**src/rtl/uart_txfeed.sv**
```systemverilog
// Byte FIFO that feeds a uart_m transmitter: it pops one byte per load pulse and
// paces the pulses from the transmitter's txbusy handshake, with a timeout.
module uart_txfeed #(
    parameter int AW      = 4,
    parameter int BUSYTMO = 15
) (
    input  logic          clk,
    input  logic          resetn,
    input  logic          cte1,
    input  logic          wr,
    input  logic [7:0]    wd,
    input  logic          flush,
    input  logic          txbusy,
    output logic          load,
    output logic [7:0]    d,
    output logic          full,
    output logic          empty,
    output logic [AW:0]   level,
    output logic          ovf
);

    localparam int DEPTH = 2 ** AW;
    localparam int TW    = $clog2(BUSYTMO + 1);

    localparam logic [AW:0]   LVL_FULL = (AW + 1)'(DEPTH);
    localparam logic [TW-1:0] TMO_LAST = TW'(BUSYTMO - 1);

    typedef enum logic [1:0] {
        IDLE,
        LOAD,
        WAITBUSY,
        WAITDONE
    } state_t;

    state_t          state_q;
    state_t          state_d;
    logic [TW-1:0]   timer_q;
    logic [TW-1:0]   timer_d;

    logic [7:0]      mem [DEPTH];
    logic [AW-1:0]   wr_ptr;
    logic [AW-1:0]   rd_ptr;
    logic [AW:0]     level_q;
    logic            ovf_q;

    logic            pop;
    logic            wr_acc;

    logic            load_p1;
    logic [7:0]      d_p1;

    assign full  = (level_q == LVL_FULL);
    assign empty = (level_q == '0);
    assign level = level_q;
    assign ovf   = ovf_q;
    assign load  = load_p1;
    assign d     = d_p1;

    // The head byte leaves the FIFO on the enabled edge that ends the LOAD cycle,
    // so a stalled LOAD (cte1=0) can never pop twice.
    assign pop    = (state_q == LOAD);
    assign wr_acc = wr && (!full || pop);

    always_ff @(posedge clk) begin
        if (cte1 && !flush && wr_acc) begin
            mem[wr_ptr] <= wd;
        end
    end

    always_ff @(posedge clk or negedge resetn) begin
        if (!resetn) begin
            wr_ptr  <= '0;
            rd_ptr  <= '0;
            level_q <= '0;
            ovf_q   <= 1'b0;
        end else if (cte1) begin
            if (flush) begin
                wr_ptr  <= '0;
                rd_ptr  <= '0;
                level_q <= '0;
                ovf_q   <= 1'b0;
            end else begin
                if (wr_acc) begin
                    wr_ptr <= wr_ptr + 1'b1;
                end
                if (pop) begin
                    rd_ptr <= rd_ptr + 1'b1;
                end
                if (wr_acc && !pop) begin
                    level_q <= level_q + 1'b1;
                end else if (pop && !wr_acc) begin
                    level_q <= level_q - 1'b1;
                end
                if (wr && !wr_acc) begin
                    ovf_q <= 1'b1;
                end
            end
        end
    end

    always_comb begin
        state_d = state_q;
        timer_d = timer_q;
        unique case (state_q)
            IDLE: begin
                if (!empty && !txbusy) begin
                    state_d = LOAD;
                end
            end
            LOAD: begin
                state_d = WAITBUSY;
                timer_d = '0;
            end
            WAITBUSY: begin
                if (txbusy) begin
                    state_d = WAITDONE;
                    timer_d = '0;
                end else if (timer_q == TMO_LAST) begin
                    // transmitter never acknowledged: treat the byte as sent
                    state_d = IDLE;
                    timer_d = '0;
                end else begin
                    timer_d = timer_q + 1'b1;
                end
            end
            WAITDONE: begin
                if (!txbusy) begin
                    state_d = IDLE;
                end
            end
            default: begin
                state_d = IDLE;
                timer_d = '0;
            end
        endcase
        if (flush) begin
            state_d = IDLE;
            timer_d = '0;
        end
    end

    always_ff @(posedge clk or negedge resetn) begin
        if (!resetn) begin
            state_q <= IDLE;
            timer_q <= '0;
        end else if (cte1) begin
            state_q <= state_d;
            timer_q <= timer_d;
        end
    end

    // Output register stage: load/d registered alongside the LOAD state entry.
    always_ff @(posedge clk or negedge resetn) begin
        if (!resetn) begin
            load_p1 <= 1'b0;
            d_p1    <= 8'h00;
        end else if (cte1) begin
            load_p1 <= (state_d == LOAD);
            if (state_d == LOAD) begin
                d_p1 <= mem[rd_ptr];
            end
        end
    end

endmodule

```
**config.mk**
```make
export PLATFORM = sky130hd
export DESIGN_NAME = uart_txfeed
export DESIGN_NICKNAME = d
export VERILOG_FILES = /design/src/rtl/uart_txfeed.sv
export SDC_FILE = /design/constraint.sdc
export NUM_CORES = 1
export LEC_CHECK = 0
export BUFFER_PORTS_ARGS = -buffer_cell sky130_fd_sc_hd__buf_4
export CAP_MARGIN = 20
export CELL_PAD_IN_SITES_DETAIL_PLACEMENT = 1
export CELL_PAD_IN_SITES_GLOBAL_PLACEMENT = 2
export CORE_UTILIZATION = 50
export CTS_BUF_LIST = sky130_fd_sc_hd__clkbuf_8 sky130_fd_sc_hd__clkbuf_16
export CTS_CLUSTER_SIZE = 20
export DETAILED_ROUTE_END_ITERATION = 12
export GPL_ROUTABILITY_DRIVEN = 1
export PLACE_DENSITY_LB_ADDON = 0.1
export REMOVE_ABC_BUFFERS = 1
export SLEW_MARGIN = 10
export SYNTH_ARGS = -nofsm -noshare
export SYNTH_HDL_FRONTEND = slang
export SYNTH_SLANG_ARGS = --single-unit
```
**constraint.sdc**
```tcl
create_clock -name clk -period 6.95 [get_ports clk]
set_input_delay 1.0425 -clock clk [delete_from_list [all_inputs] [get_ports clk]]
set_output_delay 1.0425 -clock clk [all_outputs]
set_load 0.03 [all_outputs]
```
# Word level (Yosys, flattened, before mapping)
# Memory sizes are Yosys's and may differ from the RTL's. A register that Yosys moved wholly into a read port is not among the register bits.
# Cells that the tools add are included.
[classes] muxes=21 n_eq_ne=6 n_addsub=5 n_reduce_logical=28
[op_table] op="two-way mux 4 bit" n=7
[op_table] op="two-way mux 5 bit" n=3
[op_table] op="adder 4 x 1 -> 4 bit (second input constant)" n=3
[op_table] op="AND reduction 2 bit" n=6
[op_table] op="two-way mux 2 bit" n=5
[op_table] op="case mux 2 bit (4 select lines)" n=1
[op_table] op="case mux 4 bit (2 select lines)" n=1
[op_table] op="logical AND 1 bit" n=7
[op_table] op="logical NOT 1 bit" n=7
[op_table] op="nonzero test 2 bit" n=3
[op_table] op="nonzero test 3 bit" n=2
[op_table] op="adder 5 x 1 -> 5 bit (second input constant)" n=1
[op_table] op="equality test 5 bit (second input constant)" n=1
[op_table] op="logical NOT 5 bit" n=1
[op_table] op="subtractor 5 x 1 -> 5 bit (second input constant)" n=1
[op_table] op="equality test 2 x 1 -> 1 bit (second input constant)" n=2
[op_table] op="equality test 2 bit (second input constant)" n=2
[op_table] op="equality test 4 bit (second input constant)" n=1
[op_table] op="two-way mux 1 bit" n=4
[op_table] op="logical NOT 2 bit" n=1
[op_table] op="logical OR 1 bit" n=1
[totals] inputBits=14 n_memories=1 out_inout_bits=17 register_bits=21 mem_bits_rw=128 word_cells=68
[mem_list] memory="mem" depth=16 width=8 rd=1 rd_ports_with_merged_regs=1 wr=1 line="40" source="logic [7:0] mem [DEPTH];"

# Longest topological paths before layout
# Gate-level depths: netlist of run 1.
[logic_depth] ltp_word=9 depth_mapped=8 mapped_depth_nobuf=7

# Worst setup path after synthesis of run 1
# Ideal clock, no wire load.
[synth_path] path_kind="input -> register" startpoint="input flush" endpoint="memory mem[5][0] (enable)" stages=4 setup_slack_ps=4166 path_buffers=1 required_time_ps=6567 t_arrival_ps=2400 path_cell_list="clkbuf_1 -> nor2b_1 -> o311ai_4 -> nor3_1"
[synth_via] elab_chain_cells=5
[synth_rtl] element="from (decl)" line="12" source="input logic flush,"
[synth_rtl] element="logical NOT 1 bit" line="65" source="if (cte1 && !flush && wr_acc) begin"
[synth_rtl] element="logical AND 1 bit (2 in a row)" line="65"
[synth_rtl] element="two-way mux 1 bit" line="65"
[synth_rtl] element="two-way mux 1 bit (not written as such)" line="66" source="mem[wr_ptr] <= wd;"
[synth_rtl] element="to (decl)" line="40"
# Every way passes these cells.

# Worst setup path after layout of run 1
[layout_path] startpoint="register level_q[0] (netlist: level[0])" endpoint="output full"
[layout_via] elab_chain_cells=1
[layout_rtl] element="from (decl)" line="43" source="logic [AW:0] level_q;"
[layout_rtl] element="from (signal assigned)" line="90" source="level_q <= level_q + 1'b1;"
[layout_rtl] element="from (signal assigned)" line="92" source="level_q <= level_q - 1'b1;"
[layout_rtl] element="equality test 5 bit" line="52" source="assign full = (level_q == LVL_FULL);"
[layout_rtl] element="to (decl)" line="16" source="output logic full,"
# Every way passes these cells.

==> results by group, run 1 <==
STA
  – Clk_skew: 0.0175 ns
  – TNS Setup: 0 ns
  – RSZ-0062 raised after global routing: false
  – Worst setup margin: between 3 and 4 ns
  – Fmax: roughly 0.32 GHz
  – Final Critical Period: 3.12 ns
  – Slew HR: between 30 and 40%
  – Worst Tran Pin Value: between 0.9 and 1 ns
  – Pins Over Slew Limit: 0
  – Final setup vio count: 0
  – Final Cycle Share: between 40% and 50%
  – Fin. Hold Viols: 0

Global route
  – Total track usage: between 20% and 30%
  – Initial antenna violation count: 0
  – Largest net degree at the start of global routing: 36
  – GRT overflow: 0
  – First-pass GRT wire length: about 23 mm
  – Vias in the first global route: approximately 3.7k

Power and ir drop
  – Pwr Density: ~350 nW/um^2
  – Worst IR Drop VDD: ~0.17 mV
  – Leak: 2.66 nW

Clocking
  – H-tree levels: 4
  – Clock slew at reported path FFs: 0.06 ns
  – Hold buffer count at cts: 0
  – Skew-Pair Late Insertion Delay: 0.43 ns
  – CTS tree: built
  – Post-cts gate resize count: 0
  – Num CTS Buffers: 17
  – Clk buf depth: 2
  – Root Buffer: clkbuf_16
  – Clk sinks: between 150 and 200
  – Setup Fix Bufs, Post-CTS: 0

Floorplanning
  – Die area: approximately 14000 um^2
  – Die width: approximately 120 um
  – Die Height: between 100 and 150 um
  – # IOs: 31
  – Core Region: 12700 um^2
  – Starting density of the core: approximately half
  – Cell Rows: 41

Placement
  – Pre-CTS setup slack: 3.68 ns
  – Buffers on Ports: 30
  – HPWL after DPL: between 9 and 10 mm
  – GP Congestion: ~0.74

Critical path
  – Startpoint Class: register
  – Crit Path Class: register to output port
  – Crit. End Element: output port
  – CP max FO: 8
  – Crit path arrival time: roughly 2.1 ns
  – WP data required: 5.91 ns

Synthesis
  – FF+latch count, synth: 157
  – Main flop type after synthesis: edfxtp_1
  – Avg Inst Size Synth: around 18 um^2
  – Yosys warns: 0
  – Syn Inst Count: ~380
  – Seq/Total Area, Yosys: between 60% and 70%
  – Netlist Area Pre-Place: about 6600 um^2
  – Number of synthesized flops with an enable pin: ~130
  – Unique cell type count in the Yosys netlist: 56
  – Share of flip-flops with an asynchronous set or reset: 18.5%

Finish
  – Final net count: around 430
  – Layout cells sized above 1: between 20% and 30%
  – ANT cells: 0
  – Commonest non-fill, non-tap cell in the layout: edfxtp_1
  – Most frequent cells in the layout: 128 x edfxtp_1, 32 x mux4_2, 31 x buf_4, 27 x dfrtp_1, 17 x clkbuf_16
  – Area Overhead vs Synth: 14.3%

Detailed routing
  – Wire length per cell: between 20 and 25 um
  – Via count: ~3.5k
  – Antenna-violating nets left: 0
  – Post-route DRC violation count: 0
  – Vias per cell: roughly 6.0
  – Number of DRC markers in iteration 0: 305
  – DRT Pass-1 Iters: 4
  – Post-Route WL: approximately 15 mm

Min path
  – Min-delay worst type: register to register

Status
  – Status: finished, final reports clean

Run
  – Maxcap violations: 0
==> critical path, stage by stage, from the launching register on <==
cell	delay (ns)
dfrtp_1	0.46
or4_1	0.78
nor2_1	0.23
buf_4	0.19
==> routing by layer <==
layer / vias to the layer above / GRT usage (%) / part of all wire [%]
li1: 1574 / - / -
met1: 1864 / 35.5 / 46
met2: 80 / 36.3 / 48
met3: 16 / 5.92 / 4.1
met4: 0 / 8.78 / 1.4
met5: - / 0 / 0
==> cells in the mapped netlist (2+ instances only) <==
cell         n  area share [%]
o2bb2ai_1    2            0.27
a211oi_1     8            0.91
o21a_1       2            0.23
mux2i_1     10             1.5
and3_1       5            0.47
ha_1        11             2.1
o21ai_0     15             1.1
nand2_1     10            0.57
xor2_1       2            0.27
nor2_1       6            0.34
edfxtp_1   128              58
a21o_1      11             1.3
dfrtp_1     29              11
buf_1        2            0.11
a31o_2       2            0.27
o22ai_1      8            0.76
clkbuf_1    11            0.63
nand2b_1     3            0.28
mux4_2      32              11
a21oi_1      9            0.68
mux2_2       3            0.51
nor2b_1      3            0.28
and2_1       9            0.85
nor3_1       8            0.61
inv_1        6            0.34
buf_6        2            0.34
buf_2        6            0.45
nand3_1      5            0.38
==> area by class of cell <==
cell class	count	area, um^2
inverters	7	26.3
repair buffers	33	243
clock inverters	13	125
flip-flops and latches	157	4570
multi-input cells	191	1910
fillers	1146	5180
clock buffers	19	453
well taps	172	215
==> sequential cells by signal (all words and copies together) (netlist names) <==
name     flops
ovf          1
d            8
level        5
timer_q      4
wr_ptr       4
rd_ptr       4
mem        128
load         1
state_q      2
==> through the flow <==
| step | hold WS (ns) | cells | cell area [um^2] | utilization (%) | total power [mW] |
|---|---|---|---|---|---|
| after CTS | 0.483 | 590 | 7530 | 59.2 | 2.68 |
| after global routing | 0.501 | 592 | 7540 | 59.3 | 2.76 |
| after detailed placement | 0.470 | 558 | 6950 | 54.6 | 1.77 |
| after floorplan | 0.446 | 355 | 6500 | - | 1.56 |
| after global placement | 0.460 | 558 | 6950 | 54.6 | 1.76 |
| final | 0.477 | 592 | 7540 | 59.3 | 2.65 |
==> power breakdown <==
group          switching [mW]  total (mW)  internal (mW)
Combinational           0.330       0.593          0.263
Clock                   0.361       0.904          0.543
Sequential             0.0843        1.15           1.07
Total                   0.775        2.65           1.88
==> path summary, 6_finish.rpt <==
path,startpoint,endpoint,slack [ns],cells past startpoint
worst max-delay path,level[0]$_DFFE_PN0P_,full,3.83,3
worst min-delay path,d[4]$_DFFE_PN0P_,d[4]$_DFFE_PN0P_,0.48,1
worst max register to register,level[0]$_DFFE_PN0P_,level[4]$_DFFE_PN0P_,4.07,7
worst min register to register,d[4]$_DFFE_PN0P_,d[4]$_DFFE_PN0P_,0.48,1
max in group asynchronous,resetn,rd_ptr[3]$_DFFE_PN0P_,6.07,1
min in group asynchronous,resetn,timer_q[2]$_DFFE_PN0P_,0.56,1
==> logic make-up after synthesis <==
group / share of synthesized area (%)
buf+inv: 1.93
compound gates: 7.98
fa+ha+maj: 2.39
flops: 69.2
simple gates: 5.12
xor+xnor: 0.398
mux: 12.9
(Power assumes the default switching activity.)
==> inputs of run 2 (changes only) <==
CORE_UTILIZATION = 46   (was 50)
clock period = 3.2 ns   (was 6.95 ns; I/O delays follow)
==> results by group, run 2 (same netlist as run 1, synthesis figures left out) <==
Critical path
  – Reg-to-reg slack, setup: 0.59 ns (-3.48 ns)
  – Crit path arrival time: 2.92 ns (+0.84 ns)
  – CP endpoint: level[4]$_DFFE_PN0P_
  – Cell family with most CP delay: compound AO/OA/AOI/OAI gates
  – WP data required: 3.51 ns (-2.40 ns)
  – Startpoint Class: register
  – Critical R2R Capture: level[4]$_DFFE_PN0P_
  – Crit Path Class: register to register
  – CP max FO: 9 (+1)
  – Levels on crit path: 7 (+4)
  – Critical path launch point: level[0]$_DFFE_PN0P_
  – Worst stage delay on the critical path: 0.63 ns (-0.15 ns)
  – Worst path cell trace: or4_1 -> o211ai_4 -> ha_1 -> a21o_1 -> a21oi_1 -> mux2i_1 -> o32ai_1
  – Reg2Reg Depth: 7 (unchanged)
  – R2R Path Start: level[0]$_DFFE_PN0P_
  – Crit. End Element: register
  – Buf/Inv on CP: 0 (-1)
  – Critical Path Slowest Stage Cell: or4_1

Clocking
  – Clk sinks: 157 (unchanged)
  – CTS tree: built
  – H-tree levels: 4 (unchanged)
  – Clk buf depth: 2 (unchanged)
  – Root Buffer: clkbuf_16
  – Skew-Pair Late Insertion Delay: 0.43 ns (about the same)
  – Clock slew at reported path FFs: 0.07 ns (about the same)
  – Num CTS Buffers: 17 (unchanged)

Finish
  – Multi-input gate area: 1900 um^2 (-0.26%)
  – Layout cells sized above 1: 27.7% (+1.1 points)
  – Fillers: 1281 (+12%)
  – Area Overhead vs Synth: 15.2%
  – Max FFs per register: 128 (unchanged)
  – Sequential Area: 4570 um^2 (about the same)
  – Commonest non-fill, non-tap cell in the layout: edfxtp_1
  – Most frequent cells in the layout: 128 x edfxtp_1, 41 x buf_4, 32 x mux4_2, 28 x dfrtp_1, 17 x clkbuf_16
  – Largest Register: mem
  – Final net count: 442 (+2.1%)
  – ANT cells: 0 (unchanged)

Detailed routing
  – Antenna-violating nets left: 0 (unchanged)
  – Wire length per cell: 22.6 um (-9.4%)
  – DRT Pass-1 Iters: 4 (unchanged)
  – Vias per cell: 5.73 (-4.0%)
  – Number of DRC markers in iteration 0: 261 (-14%)
  – Post-route DRC violation count: 0 (unchanged)
  – Post-Route WL: 13.8 mm (-6.8%)
  – Via count: 3491 (-1.2%)

Power and ir drop
  – Reg power frac: 42.8% (-0.7 points)
  – Switching part of the total power: 30.0% (+0.77 points)
  – Psw: 1.72 mW (+120%)
  – Worst IR Drop VDD: 0.688 mV (+310%)
  – Clk pwr share: 33.6% (-0.5 points)
  – Logic pwr share: 23.6% (+1.2 points)
  – Total power draw: 5.73 mW (+120%)
  – Pwr Density: 753 nW/um^2 (+110%)
  – Cell Int Power: 4.01 mW (+110%)
  – Leak: 2.68 nW (+0.88%)

Global route
  – Total track usage: 21.4% (-3.1 points)
  – GRT overflow: 0 (unchanged)
  – Largest net degree at the start of global routing: 36 (unchanged)
  – Initial antenna violation count: 0 (unchanged)
  – Vias in the first global route: 3809 (+3.1%)
  – First-pass GRT wire length: 22.4 mm (-0.77%)

STA
  – Fin. Hold Viols: 0 (unchanged)
  – Clk_skew: 0.00925 ns (-0.00823 ns)
  – TNS Setup: 0 ns (unchanged)
  – Final Cycle Share: 81.7%
  – Final Critical Period: ~2.6 ns
  – Slew HR: 59.0% (+20 points)
  – Final setup vio count: 0 (unchanged)
  – Pins Over Slew Limit: 0 (unchanged)
  – Fmax: about 0.38 GHz
  – RSZ-0062 raised after global routing: false
  – Worst Tran Pin Value: 0.608 ns (-0.305 ns)

Placement
  – Buffers on Ports: 30 (unchanged)
  – GP Congestion: 0.743 (-0.13%)
  – HPWL after DPL: 8.95 mm (-3.6%)

Min path
  – Min-delay worst type: input port to register

Floorplanning
  – # IOs: 31 (unchanged)
  – Core Region: 13900 um^2 (+9.5%)
  – Die area: 14800 um^2 (+8.6%)
  – Cell Rows: 43 (+4.9%)
  – Starting density of the core: 47.4% (-4.5 points)
  – Die Height: 122 um (+4.2%)
  – Die width: 122 um (+4.2%)

Status
  – Status: finished, final reports clean

Run
  – Maxcap violations: 0 (unchanged)
[run 2: cell type report]
class	count	share of cell area [%]
flip-flops and latches	157	60.1
multi-input cells	191	25.0
clock buffers	17	5.59
repair buffers	42	4.18
well taps	180	2.96
clock inverters	15	1.79
inverters	7	0.346
[run 2: power by group through the flow]
stage                     clock [mW]  combinational (mW)  sequential, mW
after global routing            2.04                1.48            2.48
after floorplan                    0               0.685            2.70
after CTS                       1.96                1.37            2.46
after detailed placement           0                1.36            2.50
final                           1.92                1.35            2.45
after global placement             0                1.34            2.49
[run 2: metal layers]
| layer | global-route usage (%) | wire [um] |
|---|---|---|
| met1 | 29.7 | 6600 |
| met2 | 32.7 | 6580 |
| met3 | 4.40 | 307 |
| met4 | 9.34 | 274 |
| met5 | 0 | 0 |
[run 2: repair_timing]
item | in CTS | in global routing
resized for setup | 0 | 0
setup buffers | 0 | 0
hold buffers | 1 | 0
hold endpoints to repair | 1 | 0
[run 2: worst min path at each step]
stage,cells past startpoint,slack [ns],endpoint,from
after floorplan,0,0.18,d[0]$_DFFE_PN0P_,resetn
after global placement,1,0.46,level[3]$_DFFE_PN0P_,resetn
after detailed placement,1,0.46,level[0]$_DFFE_PN0P_,resetn
after CTS,2,0.33,ovf$_DFFE_PN0P_,cte1
after global routing,2,0.36,ovf$_DFFE_PN0P_,cte1
final,2,0.35,state_q[1]$_DFFE_PN0P_,cte1
[run 2: through the flow]
step	instance area (um^2)	setup slack, ns	std cells	hold slack (ns)	util (%)
after floorplan	6500	0.507	355	0.184	-
after global placement	7030	0.646	576	0.460	50.5
after detailed placement	7030	0.614	576	0.456	50.5
after CTS	7600	0.599	609	0.334	54.6
after global routing	7600	0.406	609	0.360	54.6
final	7600	0.587	609	0.349	54.6
[run 2: worst register-to-register path: stages (launching register included)]
cell and delay (ns):
dfrtp_1 0.46, or4_1 0.63, o211ai_4 0.33, ha_1 0.31
a21o_1 0.17, a21oi_1 0.29, mux2i_1 0.22, o32ai_1 0.08
==> inputs of run 3 (changes only) <==
CORE_UTILIZATION = 42   (was 46)
clock period = 2.2 ns   (was 3.2 ns; I/O delays follow)
==> results by group, run 3 (same netlist as run 1, synthesis figures left out) <==
Status
  – Status: complete, but fails checks
  – Failing checks: negative setup slack

Global route
  – GRT overflow: 0 (unchanged)
  – GRT met3 Usage: 4.73% (+0.33 points)
  – Vias in the first global route: 3980 (+4.5%)
  – Grt met2 use: 32.6% (-0.10 points)
  – First-pass GRT wire length: 24.3 mm (+8.1%)
  – Initial antenna violation count: 1 (+1)
  – Busiest grt layer: met2
  – Largest net degree at the start of global routing: 36 (unchanged)
  – Total track usage: 21.1% (-0.28 points)
  – Met1 usage: 30.0% (+0.34 points)

Floorplanning
  – Die Height: 127 um (+4.6%)
  – Cell Rows: 45 (+4.7%)
  – Die area: 16200 um^2 (+9.4%)
  – Die width: 127 um (+4.6%)
  – Core Region: 15300 um^2 (+9.5%)
  – # IOs: 31 (unchanged)
  – Starting density of the core: 43.3% (-4.1 points)

Critical path
  – Crit path arrival time: 1.99 ns (-0.93 ns)
  – CP most frequent cell: buf_6
  – Critical Path Slowest Stage Cell: or4_4
  – Crit. End Element: output port
  – Startpoint Class: register
  – WP data required: 1.87 ns (-1.64 ns)
  – Crit Path Class: register to output port
  – Worst stage delay on the critical path: 0.55 ns (-0.08 ns)
  – CP max FO: 5 (-4)
  – Worst path cell trace: or4_4 -> buf_4 -> buf_6 -> buf_6 -> nor2_4 -> buf_6

Power and ir drop
  – Reg power frac: 38.2% (-4.6 points)
  – Cell Int Power: 6.44 mW (+61%)
  – Logic pwr share: 28.7% (+5.1 points)
  – Pwr Density: 1110 nW/um^2 (+48%)
  – Psw: 2.72 mW (+58%)
  – Switching part of the total power: 29.7% (-0.33 points)
  – Worst IR Drop VDD: 0.577 mV (-16%)
  – Total power draw: 9.15 mW (+60%)
  – Leak: 2.92 nW (+8.9%)
  – Clk pwr share: 33.1% (-0.5 points)

Detailed routing
  – Via count: 3741 (+7.2%)
  – DRT Pass-1 Iters: 5 (+1)
  – Post-Route WL: 15.5 mm (+13%)
  – Number of DRC markers in iteration 0: 321 (+23%)
  – Antenna-violating nets left: 0 (unchanged)
  – Post-route DRC violation count: 0 (unchanged)
  – Vias per cell: 5.55 (-3.2%)
  – Wire length per cell: 23.0 um (+1.7%)

STA
  – Worst setup margin: -0.119 ns (-0.706 ns)
  – Final setup vio count: 6 (+6)
  – Final Cycle Share: 105%
  – Worst hold margin: 0.231 ns (-0.118 ns)
  – Worst Tran Pin Value: 0.513 ns (-0.0958 ns)
  – Fin. Hold Viols: 0 (unchanged)
  – RSZ-0062 raised after global routing: true
  – Slew HR: 65.5% (+6.5 points)
  – Final Critical Period: 2.32 ns
  – Fmax: 0.431 GHz
  – Clk_skew: 0.00838 ns (-0.000864 ns)
  – Pins Over Slew Limit: 0 (unchanged)

Clocking
  – Clock slew at reported path FFs: 0.06 ns (about the same)
  – Root Buffer: clkbuf_16
  – Skew-Pair Late Insertion Delay: 0.43 ns (about the same)
  – Clk sinks: 157 (unchanged)
  – CTS tree: built
  – H-tree levels: 4 (unchanged)
  – Num CTS Buffers: 17 (unchanged)
  – Clk buf depth: 2 (unchanged)

Placement
  – HPWL after DPL: 10.4 mm (+16%)
  – Pre-CTS setup slack: -0.185 ns (-0.799 ns)
  – GP Congestion: 0.734 (-1.2%)
  – Buffers on Ports: 30 (unchanged)
  – Placed Cells: 639 (+11%)

Run
  – Maxcap violations: 0 (unchanged)

Finish
  – Commonest non-fill, non-tap cell in the layout: edfxtp_1
  – Fin cells: 674 (+11%)
  – ANT cells: 0 (unchanged)
  – Area Overhead vs Synth: 24.4%
  – Layout cells sized above 1: 39.3% (+12 points)
  – Most frequent cells in the layout: 128 x edfxtp_1, 64 x buf_4, 32 x mux4_2, 28 x dfrtp_1, 17 x clkbuf_16
  – Final net count: 476 (+7.7%)
  – Largest Register: mem
  – Max FFs per register: 128 (unchanged)

Min path
  – Min-delay worst type: input port to register
-- run 3: cell count changes in the layout (fill, tap and decap cells not counted), moves of 3 or more --
| cell | previous run | this run |
|---|---|---|
| and2_4 | 0 | 8 |
| nor2_4 | 0 | 3 |
| buf_4 | 41 | 64 |
| buf_12 | 0 | 5 |
| and3_4 | 1 | 5 |
| inv_6 | 6 | 2 |
| and2_1 | 9 | 1 |
| clkinv_4 | 2 | 5 |
| and3_1 | 5 | 1 |
| buf_6 | 0 | 6 |
-- run 3: cell type report --
| class | instances | area [um^2] |
|---|---|---|
| Fill cell | 1401 | 7050 |
| Sequential cell | 157 | 4570 |
| Multi-Input combinational cell | 191 | 2080 |
| Timing Repair Buffer | 76 | 658 |
| Clock buffer | 17 | 425 |
| Tap cell | 211 | 264 |
| Clock inverter | 15 | 190 |
| Inverter | 7 | 26.3 |
-- run 3: critical path: cells and delay by family, from the launching register on --
family	cells	cell delay (ns)
buf+inv	4	0.54
flops	1	0.38
simple gates	2	0.64
-- run 3: power by group through the flow --
| stage | clock, mW | combinational [mW] | sequential [mW] |
|---|---|---|---|
| 6_report | 3.03 | 2.63 | 3.50 |
| 5_1_grt | 3.18 | 2.84 | 3.51 |
| 4_1_cts | 3.09 | 2.51 | 3.50 |
| 3_5_place_dp | 0 | 2.39 | 3.56 |
| 3_3_place_gp | 0 | 2.34 | 3.55 |
| 2_1_floorplan | 0 | 0.997 | 3.93 |
-- run 3: metal layers --
layer / vias to the layer above / part of all wire (%) / routed length (um)
met4: 2 / 1.1 / 174
met3: 17 / 4.7 / 730
met5: - / 0.084 / 13
met1: 1972 / 45 / 6940
li1: 1665 / - / -
met2: 85 / 49 / 7630
-- run 3: final timing paths --
| kind | depth (start not counted) | from | to | slack (ns) |
|---|---|---|---|---|
| worst max-delay path | 6 | level[3]$_DFFE_PN0P_ | full | -0.12 |
| worst min-delay path | 1 | wd[0] | mem[8][0]$_DFFE_PP_ | 0.23 |
| worst max register to register | 7 | level[3]$_DFFE_PN0P_ | level[4]$_DFFE_PN0P_ | -0.12 |
| worst min register to register | 1 | d[2]$_DFFE_PN0P_ | d[2]$_DFFE_PN0P_ | 0.48 |
| max in group asynchronous | 2 | resetn | rd_ptr[1]$_DFFE_PN0P_ | 1.47 |
| min in group asynchronous | 2 | resetn | level[0]$_DFFE_PN0P_ | 0.39 |
-- run 3: stage by stage --
step	area, um^2	util [%]	setup TNS [ns]
after floorplan	6500	-	-18.70
after global placement	7370	48.3	-8.08
after detailed placement	7380	48.4	-14.73
after CTS	8080	53.0	-0.323
after global routing	8210	53.8	-1.90
final	8210	53.8	-0.514
-- run 3: timing repair --
item | in CTS | in global routing
hold buffers | 1 | 0
setup endpoints to repair | 127 | 73
pin swaps | 2 | 13
endpoints found under the hold margin | 29 | 0
buffers inserted | 2 | 2
resized for setup | 28 | 24
